===== src/rtl/fir_result_buffer_if.sv =====
// Consumer-side valid/ready bundle of the FIR result buffer.
// The buffer drives valid/data (master); the consumer drives ready.
interface fir_result_buffer_if;
  logic        out_valid;
  logic        out_ready;
  logic [15:0] out_data;

  modport master (
    output out_valid,
    output out_data,
    input  out_ready
  );

  modport slave (
    input  out_valid,
    input  out_data,
    output out_ready
  );
endinterface


===== src/rtl/fir_result_buffer.sv =====
// FIR result buffer: captures results as 16-bit magnitudes into a FIFO.
// Optional macro FIR_SATURATE_EN: clamp abs(-65536) to 16'hFFFF.
module fir_result_buffer #(
  parameter int DEPTH        = 4,
  parameter int SAMPLE_LIMIT = 1000
) (
  input  logic                  clk,
  input  logic                  n_rst,
  input  logic                  cnt_up,
  input  logic                  clear,
  input  logic                  modwait,
  input  logic                  err,
  input  logic [16:0]           outreg_data,
  fir_result_buffer_if.master   out_if,
  output logic                  one_k_samples,
  output logic                  overrun,
  output logic                  dropped
);

  localparam int AW = (DEPTH > 1) ? $clog2(DEPTH) : 1;
  localparam logic [AW:0] FULLV = (AW+1)'(DEPTH);
  localparam logic [15:0] LIM = 16'(SAMPLE_LIMIT);

  localparam logic [0:0] S_IDLE  = 1'b0;
  localparam logic [0:0] S_ARMED = 1'b1;

  logic [0:0]    r_state;
  logic          r_mw_q;
  logic [15:0]   r_count;
  logic          r_overrun;
  logic          r_dropped;
  logic [15:0]   r_mem [DEPTH];
  logic [AW-1:0] r_wptr;
  logic [AW-1:0] r_rptr;
  logic [AW:0]   r_cnt;

  logic          w_fall;
  logic          w_armed;
  logic          w_push;
  logic          w_pop;
  logic          w_full;
  logic          w_empty;
  logic          w_do_push;
  logic [16:0]   w_abs;
  logic [15:0]   w_mag;

  assign w_fall  = r_mw_q & ~modwait;
  assign w_armed = (r_state == S_ARMED);
  assign w_push  = w_armed & w_fall & ~err & ~clear;
  assign w_full  = (r_cnt == FULLV);
  assign w_empty = (r_cnt == '0);
  assign w_pop   = ~w_empty & out_if.out_ready;
  // A full FIFO still accepts a push when the head leaves in the same cycle.
  assign w_do_push = w_push & (~w_full | w_pop);

  // Magnitude of the 17-bit signed result; -65536 becomes 17'h10000.
  assign w_abs = outreg_data[16] ? (~outreg_data + 17'd1) : outreg_data;

`ifdef FIR_SATURATE_EN
  assign w_mag = w_abs[16] ? 16'hFFFF : w_abs[15:0];
`else
  assign w_mag = w_abs[15:0];
`endif

  assign out_if.out_valid = ~w_empty;
  assign out_if.out_data  = w_empty ? 16'h0000 : r_mem[r_rptr];
  assign one_k_samples    = (r_count == LIM);
  assign overrun          = r_overrun;
  assign dropped          = r_dropped;

  // Delay modwait to detect the end of a computation.
  always_ff @(posedge clk or negedge n_rst) begin
    if (!n_rst) r_mw_q <= 1'b0;
    else        r_mw_q <= modwait;
  end

  // Capture FSM and the dropped flag.
  always_ff @(posedge clk or negedge n_rst) begin
    if (!n_rst) begin
      r_state   <= S_IDLE;
      r_dropped <= 1'b0;
    end else if (clear) begin
      r_state   <= S_IDLE;
      r_dropped <= 1'b0;
    end else begin
      unique case (1'b1)
        (w_armed & err): begin
          r_state   <= S_IDLE;
          r_dropped <= 1'b1;
        end
        (w_armed & w_fall): r_state <= cnt_up ? S_ARMED : S_IDLE;
        cnt_up:             r_state <= S_ARMED;
        default:            r_state <= r_state;
      endcase
    end
  end

  // FIFO storage; contents need no reset, the count gates visibility.
  always_ff @(posedge clk) begin
    if (w_do_push) r_mem[r_wptr] <= w_mag;
  end

  // FIFO pointers, occupancy and the overrun flag.
  always_ff @(posedge clk or negedge n_rst) begin
    if (!n_rst) begin
      r_wptr    <= '0;
      r_rptr    <= '0;
      r_cnt     <= '0;
      r_overrun <= 1'b0;
    end else begin
      if (w_do_push) r_wptr <= r_wptr + 1'b1;
      if (w_pop)     r_rptr <= r_rptr + 1'b1;
      unique case ({w_do_push, w_pop})
        2'b10:   r_cnt <= r_cnt + 1'b1;
        2'b01:   r_cnt <= r_cnt - 1'b1;
        default: r_cnt <= r_cnt;
      endcase
      if (clear)
        r_overrun <= 1'b0;
      else if (w_push & ~w_do_push)
        r_overrun <= 1'b1;
    end
  end

  // Sample counter; wraps to 1 after reaching the limit.
  always_ff @(posedge clk or negedge n_rst) begin
    if (!n_rst)
      r_count <= '0;
    else if (clear)
      r_count <= '0;
    else if (cnt_up)
      r_count <= (r_count == LIM) ? 16'd1 : r_count + 16'd1;
  end

endmodule


===== src/flat_wrapper.sv =====
// flat-port wrapper written by rule: the top's interface ports become plain ports
module fir_result_buffer_flat 
#(
  parameter int DEPTH        = 4,
  parameter int SAMPLE_LIMIT = 1000
)
  (clk, n_rst, cnt_up, clear, modwait, err, outreg_data, one_k_samples, overrun, dropped, out_if_out_valid, out_if_out_data, out_if_out_ready);
  fir_result_buffer_if out_if_i ();
  input  logic clk;
  input  logic n_rst;
  input  logic cnt_up;
  input  logic clear;
  input  logic modwait;
  input  logic err;
  input  logic [16:0] outreg_data;
  output logic one_k_samples;
  output logic overrun;
  output logic dropped;
  output wire logic [$bits(out_if_i.out_valid)-1:0] out_if_out_valid;
  output wire logic [$bits(out_if_i.out_data)-1:0] out_if_out_data;
  input wire logic [$bits(out_if_i.out_ready)-1:0] out_if_out_ready;
  assign out_if_out_valid = out_if_i.out_valid;
  assign out_if_out_data = out_if_i.out_data;
  assign out_if_i.out_ready = out_if_out_ready;
  fir_result_buffer #(.DEPTH(DEPTH), .SAMPLE_LIMIT(SAMPLE_LIMIT)) u_core (.clk(clk), .n_rst(n_rst), .cnt_up(cnt_up), .clear(clear), .modwait(modwait), .err(err), .outreg_data(outreg_data), .out_if(out_if_i), .one_k_samples(one_k_samples), .overrun(overrun), .dropped(dropped));
endmodule

===== config.mk =====
export PLATFORM = sky130hd
export DESIGN_NAME = fir_result_buffer_flat
export DESIGN_NICKNAME = d
export VERILOG_FILES = /design/src/rtl/fir_result_buffer_if.sv /design/src/rtl/fir_result_buffer.sv /design/src/flat_wrapper.sv
export SDC_FILE = /design/constraint.sdc
export NUM_CORES = 1
export LEC_CHECK = 0
export CAP_MARGIN = 0
export CORE_MARGIN = 1
export CORE_UTILIZATION = 57
export DETAILED_ROUTE_END_ITERATION = 16
export HOLD_SLACK_MARGIN = 0.08
export PLACE_DENSITY = 0.91
export SLEW_MARGIN = 15
export SYNTH_ARGS = -nofsm -noshare
export SYNTH_HDL_FRONTEND = slang
export SYNTH_SLANG_ARGS = --single-unit

===== constraint.sdc =====
create_clock -name clk -period 2.9 [get_ports clk]
set_clock_uncertainty 0.1 [all_clocks]
set_input_delay 0.58 -clock clk [delete_from_list [all_inputs] [get_ports clk]]
set_output_delay 0.58 -clock clk [all_outputs]
set_load 0.01 [all_outputs]

## Word level (Yosys, flattened, before mapping)

Memories as Yosys holds them, arrays and structs flattened.
Index checks and enable logic that the tools add are counted.

- $add $sub $neg: 6
- Equality and inequality tests: 4
- Multiplexer cells: 14
- Bitwise operators: 16
- Reductions and logical operators: 7

Operators by type and width:

| operator | number |
|---|---|
| $mux W16 | 5 |
| $add A16 B1 Y16 const B | 2 |
| $eq A16 B10 Y1 const B | 1 |
| $not A16 Y16 | 1 |
| $and A1 B1 Y1 | 8 |
| $reduce_bool A2 Y1 | 4 |
| $mux W1 | 7 |
| $not A1 Y1 | 6 |
| $pmux W3 S2 | 1 |
| $add A2 B1 Y2 const B | 2 |
| $add A3 B1 Y3 const B | 1 |
| $eq A3 B3 Y1 const B | 1 |
| $logic_not A3 Y1 | 1 |
| $reduce_bool A3 Y1 | 1 |
| $sub A3 B1 Y3 const B | 1 |
| $eq A2 B1 Y1 const B | 1 |
| $eq A2 B2 Y1 const B | 1 |
| $pmux W1 S2 | 1 |
| $reduce_or A2 Y1 | 1 |
| $or A1 B1 Y1 | 1 |

- Flip-flop bits (word level): 27
- Memory bits (writable): 64
- Bits of input ports: 24
- Output and inout bits: 20
- Word-level logic and storage cells: 56
- Memories kept: 1

Memories:

| memory | words | bits a word | read ports | clocked after Yosys merged registers in | wr ports | RTL line | text |
|---|---|---|---|---|---|---|---|
| u_core.r_mem | 4 | 16 | 1 | 0 | 1 | fir_result_buffer.sv:32 | `logic [15:0] r_mem [DEPTH];` |

## Depth between registers and ports, before layout

Gate-level depths: netlist of run 1.

- Depth in word-level cells: 10
- Depth in mapped cells: 9
- Depth with buffers taken out: 7

## Worst setup path before layout of run 1

Ideal clock, no wire load.

- Kind: in2reg
- From: input port clear
- To: memory u_core.r_mem[0][0] (enable)
- Setup time: 0.374 ns
- Arrival: 2.102 ns
- Data required time: 2.426 ns
- Slack: 0.324 ns
- Stages: 5
- Path buffers: 2
- Cells stage by stage: clkbuf_1 -> nor4b_4 -> nor2b_1 -> clkbuf_1 -> and2_1

- Cells in the longest elaborated chain, start to end: 5

Ends and longest elaborated chain:

| what | RTL line | text |
|---|---|---|
| from (decl) | flat_wrapper.sv:12 | `input logic clear;` |
| $not A1 Y1 | fir_result_buffer.sv:49 | `assign w_push = w_armed & w_fall & ~err & ~clear;` |
| $and A1 B1 Y1 | fir_result_buffer.sv:49 |  |
| $and A1 B1 Y1 | fir_result_buffer.sv:54 | `assign w_do_push = w_push & (~w_full \| w_pop);` |
| $mux W1 | fir_result_buffer.sv:100 | `if (w_do_push) r_mem[r_wptr] <= w_mag;` |
| $mux W1 (not written as such) | fir_result_buffer.sv:100 |  |
| to (decl) | fir_result_buffer.sv:32 |  |

Every way passes these cells.

## Worst setup path after layout of run 1

- From: register u_core.r_rptr[0]
- To: output port out_if_out_data[1]

- Cells in the longest elaborated chain, start to end: 2

Ends and longest elaborated chain:

| what | RTL line | text |
|---|---|---|
| from (decl) | fir_result_buffer.sv:34 | `logic [AW-1:0] r_rptr;` |
| from (signal assigned) | fir_result_buffer.sv:112 | `if (w_pop) r_rptr <= r_rptr + 1'b1;` |
| $mem_v2 Z4 W16 | - |  |
| $mux W16 | fir_result_buffer.sv:66 | `assign out_if.out_data = w_empty ? 16'h0000 : r_mem[r_rptr];` |
| to (decl) | flat_wrapper.sv:20 | `output wire logic [$bits(out_if_i.out_data)-1:0] out_if_out_data;` |

Every way passes these cells.

==> results by group, run 1 <==
Worst setup path
  • R2R Path End: u_core.r_cnt[2]
  • Worst Setup Path Type: reg -> out
  • Worst path max stage delay: 0.52 ns
  • R2R Path Start: u_core.r_cnt[0]
  • Crit-path cells: buf_6 -> mux4_2 -> and2_1 -> clkdlybuf4s50_1
  • R2R cell count: 7
  • Buf+Inv Stages, Crit Path: 2
  • R2r setup slk: 0.61 ns
  • CP Capture Type: primary output
  • CP top delay family: buffers and inverters
  • WP data arrival: 2.14 ns
  • CP Launch Type: flop
  • CP Max Fanout: 12
  • WP data required: 2.22 ns
  • Critical Path Slowest Stage Cell: mux4_2

Drt
  • Final antenna-violating net count: 0
  • Via density: 5.92
  • # DRC: 0
  • Via count: 2,816
  • Pre-antenna DRT Iters: 4
  • Drt total wl: 8550 um
  • First-iteration detailed-routing DRC count: 212
  • Avg WL per Cell: 18.0 um

GRT
  • Largest net degree at the start of global routing: 28
  • First-pass GRT wire length: 13,800 um
  • Met1 Use GR: 31.3%
  • Initial antenna violation count: 0
  • Gr usage total: 24.4%
  • GR peak layer: met2
  • Vias in the first global route: 2,825
  • M2 GR Usage: 40.3%
  • Total grt overflow: 0
  • GR Util met3: 4.57%

Logic synthesis
  • Synthesized area: 0.00428 mm^2
  • Async SR Flop Fraction: 29.7%
  • Gate Count Post-Synth: 314
  • Synth Area in Compound Gates: 6.41%
  • Synth Flop Type: edfxtp_1
  • Unique masters post-synth: 43
  • Main combinational cell family by area after synthesis: simple AND/OR/NAND/NOR gates
  • EDFF count, synth: 64
  • XOR/XNOR Fraction of Synth Area: 4.10%
  • Proportion of synthesized area in mux cells: 9.36%
  • Yosys reg bits: 91
  • Simple-gate area share of the yosys netlist: 14.3%
  • Adder-Cell Fraction of Synth Area: 2.52%
  • Syn nets: 346
  • Share of the yosys chip area belonging to registers: 60.8%
  • Count of warnings emitted by yosys: 0
  • Mean Syn Cell Area: 13.6 um^2

Cells and area
  • Commonest non-fill, non-tap cell in the layout: edfxtp_1
  • Inserted Diodes: 0
  • Most frequent cells in the layout: edfxtp_1, clkdlybuf4s50_1, dfrtp_1
  • NumNets Final: 404
  • Synthesis-to-finish area growth: 20.7%
  • Fillers: 500
  • Layout cells sized above 1: 16.4%

Floorplan
  • Core ar.: 0.00725 mm^2
  • Num ports: 44
  • Die area: 0.00785 mm^2
  • Die Span Y: 88.6 um
  • Initial Util: 58.9%
  • # rows: 31
  • Die width: 88.6 um

Clocking
  • Post-CTS Setup Repair Bufs: 0
  • Clk slew on worst S/H paths: 0.09 ns
  • Clk Latency, worst-skew pair: 0.35 ns
  • CTS Sinks: 91
  • H-tree depth: 3
  • TritonCTS buffer count: 9
  • Longest Clk Path Bufs: 2
  • CTS tree: built
  • Root Driver: clkbuf_8
  • Hold-fix buffer count after cts: 0

Hold path
  • Endpoint, Worst Hold: u_core.r_count[9]
  • Worst hold path startpoint: u_core.r_count[9]
  • HP Class: reg -> reg
  • Hold Path Stages: 1

Job
  • Number of max-cap violations: 0

Pwr
  • Overall Power: 3590 uW
  • Switching share of power: 30.0%
  • VDD IR max: 0.000411 V
  • Sequential power share: 44.0%
  • Int Power: 2520 uW
  • Clock power frac: 20.7%
  • Comb pwr share: 35.4%
  • LEAKAGE: 0.00183 uW
  • Psw: 1080 uW
  • Pwr Density: 697 mW/mm^2

STA
  • Slew @ Worst Pin: 0.618 ns
  • Worst rel slew slack: 58.6%
  • Hold Fails Final Rpt: 0
  • Min Clock Period, post-route: 2.82 ns
  • Final worst-path cycle share: 97.1%
  • RSZ-0062 raised after global routing: no
  • Max-slew violations: 0
  • Max Fclk: 0.355 GHz
  • Setup_tns: 0 ns
  • Setup violations, final: 0

Place
  • Port buffer count: 43
  • Placer congestion estimate: 0.827
  • Post-DP HPWL: 5950 um

Outcome
  • Status: finished clean
## flip-flops by register name (all words and copies together), names as in the netlist
name / flops
u_core.overrun: 1
u_core.r_count: 16
u_core.r_state: 1
u_core.r_cnt: 3
u_core.r_rptr: 2
u_core.r_mw_q: 1
u_core.dropped: 1
u_core.r_mem: 64
u_core.r_wptr: 2
## power by group through the flow
stage                     clock (uW)  sequential, uW  combinational [uW]
final                            744            1580                1270
after global placement             0            1600                1220
after floorplan                    0            1560                 742
after global routing             812            1600                1390
after CTS                        754            1580                1280
after detailed placement           0            1610                1260
## through the flow
step           instances  instance area [um^2]  hold slack (ns)  util, %  setup slack, ns
2_1_floorplan        314                  4280            0.184        -            0.324
3_3_place_gp         460                  4980            0.369     68.6           0.0817
3_5_place_dp         460                  4980            0.379     68.6           0.0278
4_1_cts              476                  5150            0.395     71.0          0.00799
5_1_grt              476                  5160            0.417     71.1          0.00263
6_report             476                  5160            0.396     71.1           0.0844
## Yosys cell counts, types with 2 or more instances
cell / instances / area (um^2)
a21oi_1: 14 / 70.1
nand4_1: 4 / 25.0
nor2_1: 14 / 52.6
and3_1: 3 / 18.8
buf_2: 5 / 25.0
or3_1: 4 / 25.0
edfxtp_1: 64 / 1920
nand2_1: 20 / 75.1
nand3_1: 11 / 55.1
mux2i_1: 4 / 40.0
a41oi_1: 2 / 17.5
inv_1: 11 / 41.3
and4_1: 2 / 17.5
o41ai_1: 2 / 17.5
xnor2_1: 19 / 166
o31ai_1: 2 / 15.0
dfrtp_1: 27 / 676
or3_4: 3 / 33.8
clkbuf_1: 11 / 41.3
o21ai_0: 12 / 60.1
ha_1: 7 / 87.6
and2_1: 21 / 131
a31oi_1: 7 / 43.8
nand3b_1: 3 / 22.5
nand2b_1: 5 / 31.3
mux4_2: 16 / 360
nor4b_1: 3 / 26.3
nor3_1: 3 / 15.0
## what timing repair did
item,in CTS,in global routing
resized for setup,2,3
setup endpoints to repair,17,11
gates cloned,0,0
## worst register-to-register path, delay by kind of cell (launching register included)
kind	cells	cell delay, ns
AO/OA/AOI/OAI	1	0.08
XOR/XNOR	1	0.14
adder cells (fa/ha/maj)	1	0.40
flip-flops	1	0.47
AND/OR/NAND/NOR	4	1.01
## cell families (layout without fill, tap and decap cells)
logic type,Yosys count,after routing
compound gates,43,43
simple gates,105,105
mux,20,20
fa+ha+maj,8,8
xor+xnor,20,20
flops,91,91
buf+inv,27,90
## area by class of cell
cell class | instances | area [um^2] | area share [%]
Clock buffer | 9 | 124 | 2.40
Inverter | 11 | 41.3 | 0.800
Clock inverter | 7 | 42.5 | 0.825
Tap cell | 99 | 124 | 2.40
Sequential cell | 91 | 2600 | 50.4
Multi-Input combinational cell | 196 | 1580 | 30.7
Timing Repair Buffer | 63 | 647 | 12.5
## how the worst max path moves through the flow
stage / start / end / slack (ns) / cells after the start
floorplan: clear / u_core.r_mem[0][0] / 0.32 / 5
global placement: outreg_data[9] / u_core.r_mem[0][14] / 0.08 / 7
detailed placement: outreg_data[9] / u_core.r_mem[0][14] / 0.03 / 7
CTS: u_core.r_rptr[0] / out_if_out_data[1] / 0.008 / 4
global route: u_core.r_rptr[0] / out_if_out_data[4] / 0.003 / 4
finish: u_core.r_rptr[0] / out_if_out_data[1] / 0.08 / 4
## layer usage
| metal | vias to the layer above | share of wire, % |
|---|---|---|
| met5 | - | 0 |
| met3 | 19 | 4.9 |
| li1 | 1290 | - |
| met1 | 1402 | 42 |
| met2 | 105 | 51 |
| met4 | 0 | 2.1 |
Power figures use the tool's default switching activity.
==> run 2, diff against run 1 <==
SETUP_SLACK_MARGIN = 0.4   (was unset)
==> run 2 against run 1 <==
Effect of this change:
- hold slack lost 0.0064 ns
- critical path depth grew 2
- die area is the same
- total power grew 18%
- flip-flop and latch count is the same
- sequential power is essentially flat
- critical endpoint is now out_if_out_data[9]
- largest power group is now combinational cells
==> results by group, run 2 (same netlist as run 1, synthesis figures left out) <==
Drt
  • First-iteration detailed-routing DRC count: 296
  • Avg WL per Cell: 20.5 um
  • Final antenna-violating net count: 0
  • Via density: 6.04
  • Pre-antenna DRT Iters: 5
  • # DRC: 0
  • Via count: 2,979
  • Drt total wl: 10,100 um

Floorplan
  • Num ports: 44
  • Initial Util: 58.9%
  • Die Span Y: 88.6 um
  • Die width: 88.6 um
  • Die area: 0.00785 mm^2
  • Core ar.: 0.00725 mm^2
  • # rows: 31

Pwr
  • Pwr Density: 773 mW/mm^2
  • LEAKAGE: 0.00210 uW
  • VDD IR max: 0.000529 V

Place
  • Port buffer count: 43
  • Dpl cells: 459
  • Placer congestion estimate: 0.834
  • Post-DP HPWL: 5750 um

GRT
  • First-pass GRT wire length: 14,600 um
  • Initial antenna violation count: 0
  • Vias in the first global route: 2,844
  • Largest net degree at the start of global routing: 28
  • Gr usage total: 26.2%
  • Total grt overflow: 0

STA
  • Worst rel slew slack: 55.6%
  • Hold Fails Final Rpt: 0
  • Setup violations, final: 0
  • Slew @ Worst Pin: 0.657 ns
  • Min Clock Period, post-route: 2.58 ns
  • Final Hold Slack: 0.390 ns
  • RSZ-0062 raised after global routing: yes
  • Max Fclk: 0.388 GHz
  • Final worst-path cycle share: 88.8%
  • Max-slew violations: 0

Clocking
  • CTS Sinks: 91
  • TritonCTS buffer count: 9
  • Longest Clk Path Bufs: 2
  • H-tree depth: 3
  • Hold-fix buffer count after cts: 0
  • Clk slew on worst S/H paths: 0.10 ns
  • CTS tree: built
  • Root Driver: clkbuf_8
  • Clk Latency, worst-skew pair: 0.36 ns

Cells and area
  • NumNets Final: 421
  • Commonest non-fill, non-tap cell in the layout: edfxtp_1
  • Largest Register: u_core.r_mem
  • Largest regs: u_core.r_mem: 64 flops, u_core.r_count: 16 flops, u_core.r_cnt: 3 flops
  • Layout cells sized above 1: 31.0%
  • Most frequent cells in the layout: edfxtp_1, dfrtp_1, buf_4
  • Synthesis-to-finish area growth: 28.9%
  • Layout Cells excl Fill: 493
  • Number of flip-flops under the largest register name: 64
  • Inserted Diodes: 0

Hold path
  • HP Class: reg -> reg

Worst setup path
  • Critical Path Slowest Stage Cell: dfrtp_2
  • WP data required: 2.22 ns
  • Worst Setup Path Type: reg -> out
  • WP data arrival: 1.90 ns
  • CP Max Fanout: 7
  • CP Capture Type: primary output
  • Worst path max stage delay: 0.43 ns
  • Crit-path cells: buf_6 -> buf_12 -> buf_16 -> mux4_2 -> and2_4 -> buf_6
  • CP Launch Type: flop
  • Crit-path most repeated cell: buf_6

Outcome
  • Status: finished clean

Job
  • Number of max-cap violations: 0
run 2: per-stage QoR:
stage	utilization, %	power, uW	area, um^2	setup WS, ns	TNS (ns)
finish	76.0	4260	5510	0.323	0
global route	76.0	4420	5510	0.298	0
CTS	72.9	3930	5290	0.264	0
global placement	68.6	2840	4970	0.0743	0
floorplan	-	2300	4280	0.503	0
detailed placement	68.6	2880	4970	-0.0818	-0.584
run 2: worst max-delay path: cells and delay by family, from the launching register on:
family | cells | cell delay (ns)
and+or+nand+nor | 1 | 0.17
DFF | 1 | 0.43
muxes | 1 | 0.43
buffers and inverters | 4 | 0.50
run 2: final timing paths:
path                                         from  cells past startpoint                  to  slack [ns]
worst max register to register    u_core.r_cnt[0]                      7     u_core.r_cnt[1]        0.51
worst max-delay path             u_core.r_rptr[0]                      6  out_if_out_data[9]        0.32
worst min register to register  u_core.r_count[9]                      1   u_core.r_count[9]        0.39
min in group asynchronous                   n_rst                      2   u_core.r_count[1]        0.48
max in group asynchronous                   n_rst                      2    u_core.r_rptr[0]        1.94
worst min-delay path            u_core.r_count[9]                      1   u_core.r_count[9]        0.39
run 2: area by class of cell:
cell class / count / area, um^2
Sequential cell: 91 / 2600
Clock buffer: 9 / 124
Clock inverter: 7 / 108
Tap cell: 99 / 124
Fill cell: 397 / 1740
Multi-Input combinational cell: 196 / 1670
Inverter: 11 / 41.3
Timing Repair Buffer: 80 / 845
run 2: report_power, final:
| group | internal (uW) | total (uW) | switching, uW |
|---|---|---|---|
| clock | 500 | 968 | 468 |
| combinational | 1000 | 1710 | 710 |
| sequential | 1480 | 1580 | 95.2 |
| total | 2990 | 4260 | 1270 |
run 2: routing by layer:
layer | wire length (um) | share of wire [%] | track usage (%) | vias up
met2 | 5190 | 51 | 45.0 | 141
met3 | 603 | 6.0 | 4.48 | 29
met5 | 0 | 0 | 0 | -
met4 | 342 | 3.4 | 12.3 | 0
li1 | - | - | - | 1315
met1 | 3980 | 39 | 32.4 | 1494
run 2: repair_timing:
action	CTS	global route
gates resized for setup	80	38
setup endpoints to repair	26	48
setup buffers	9	8
cloned	1	0
pin swaps	10	15
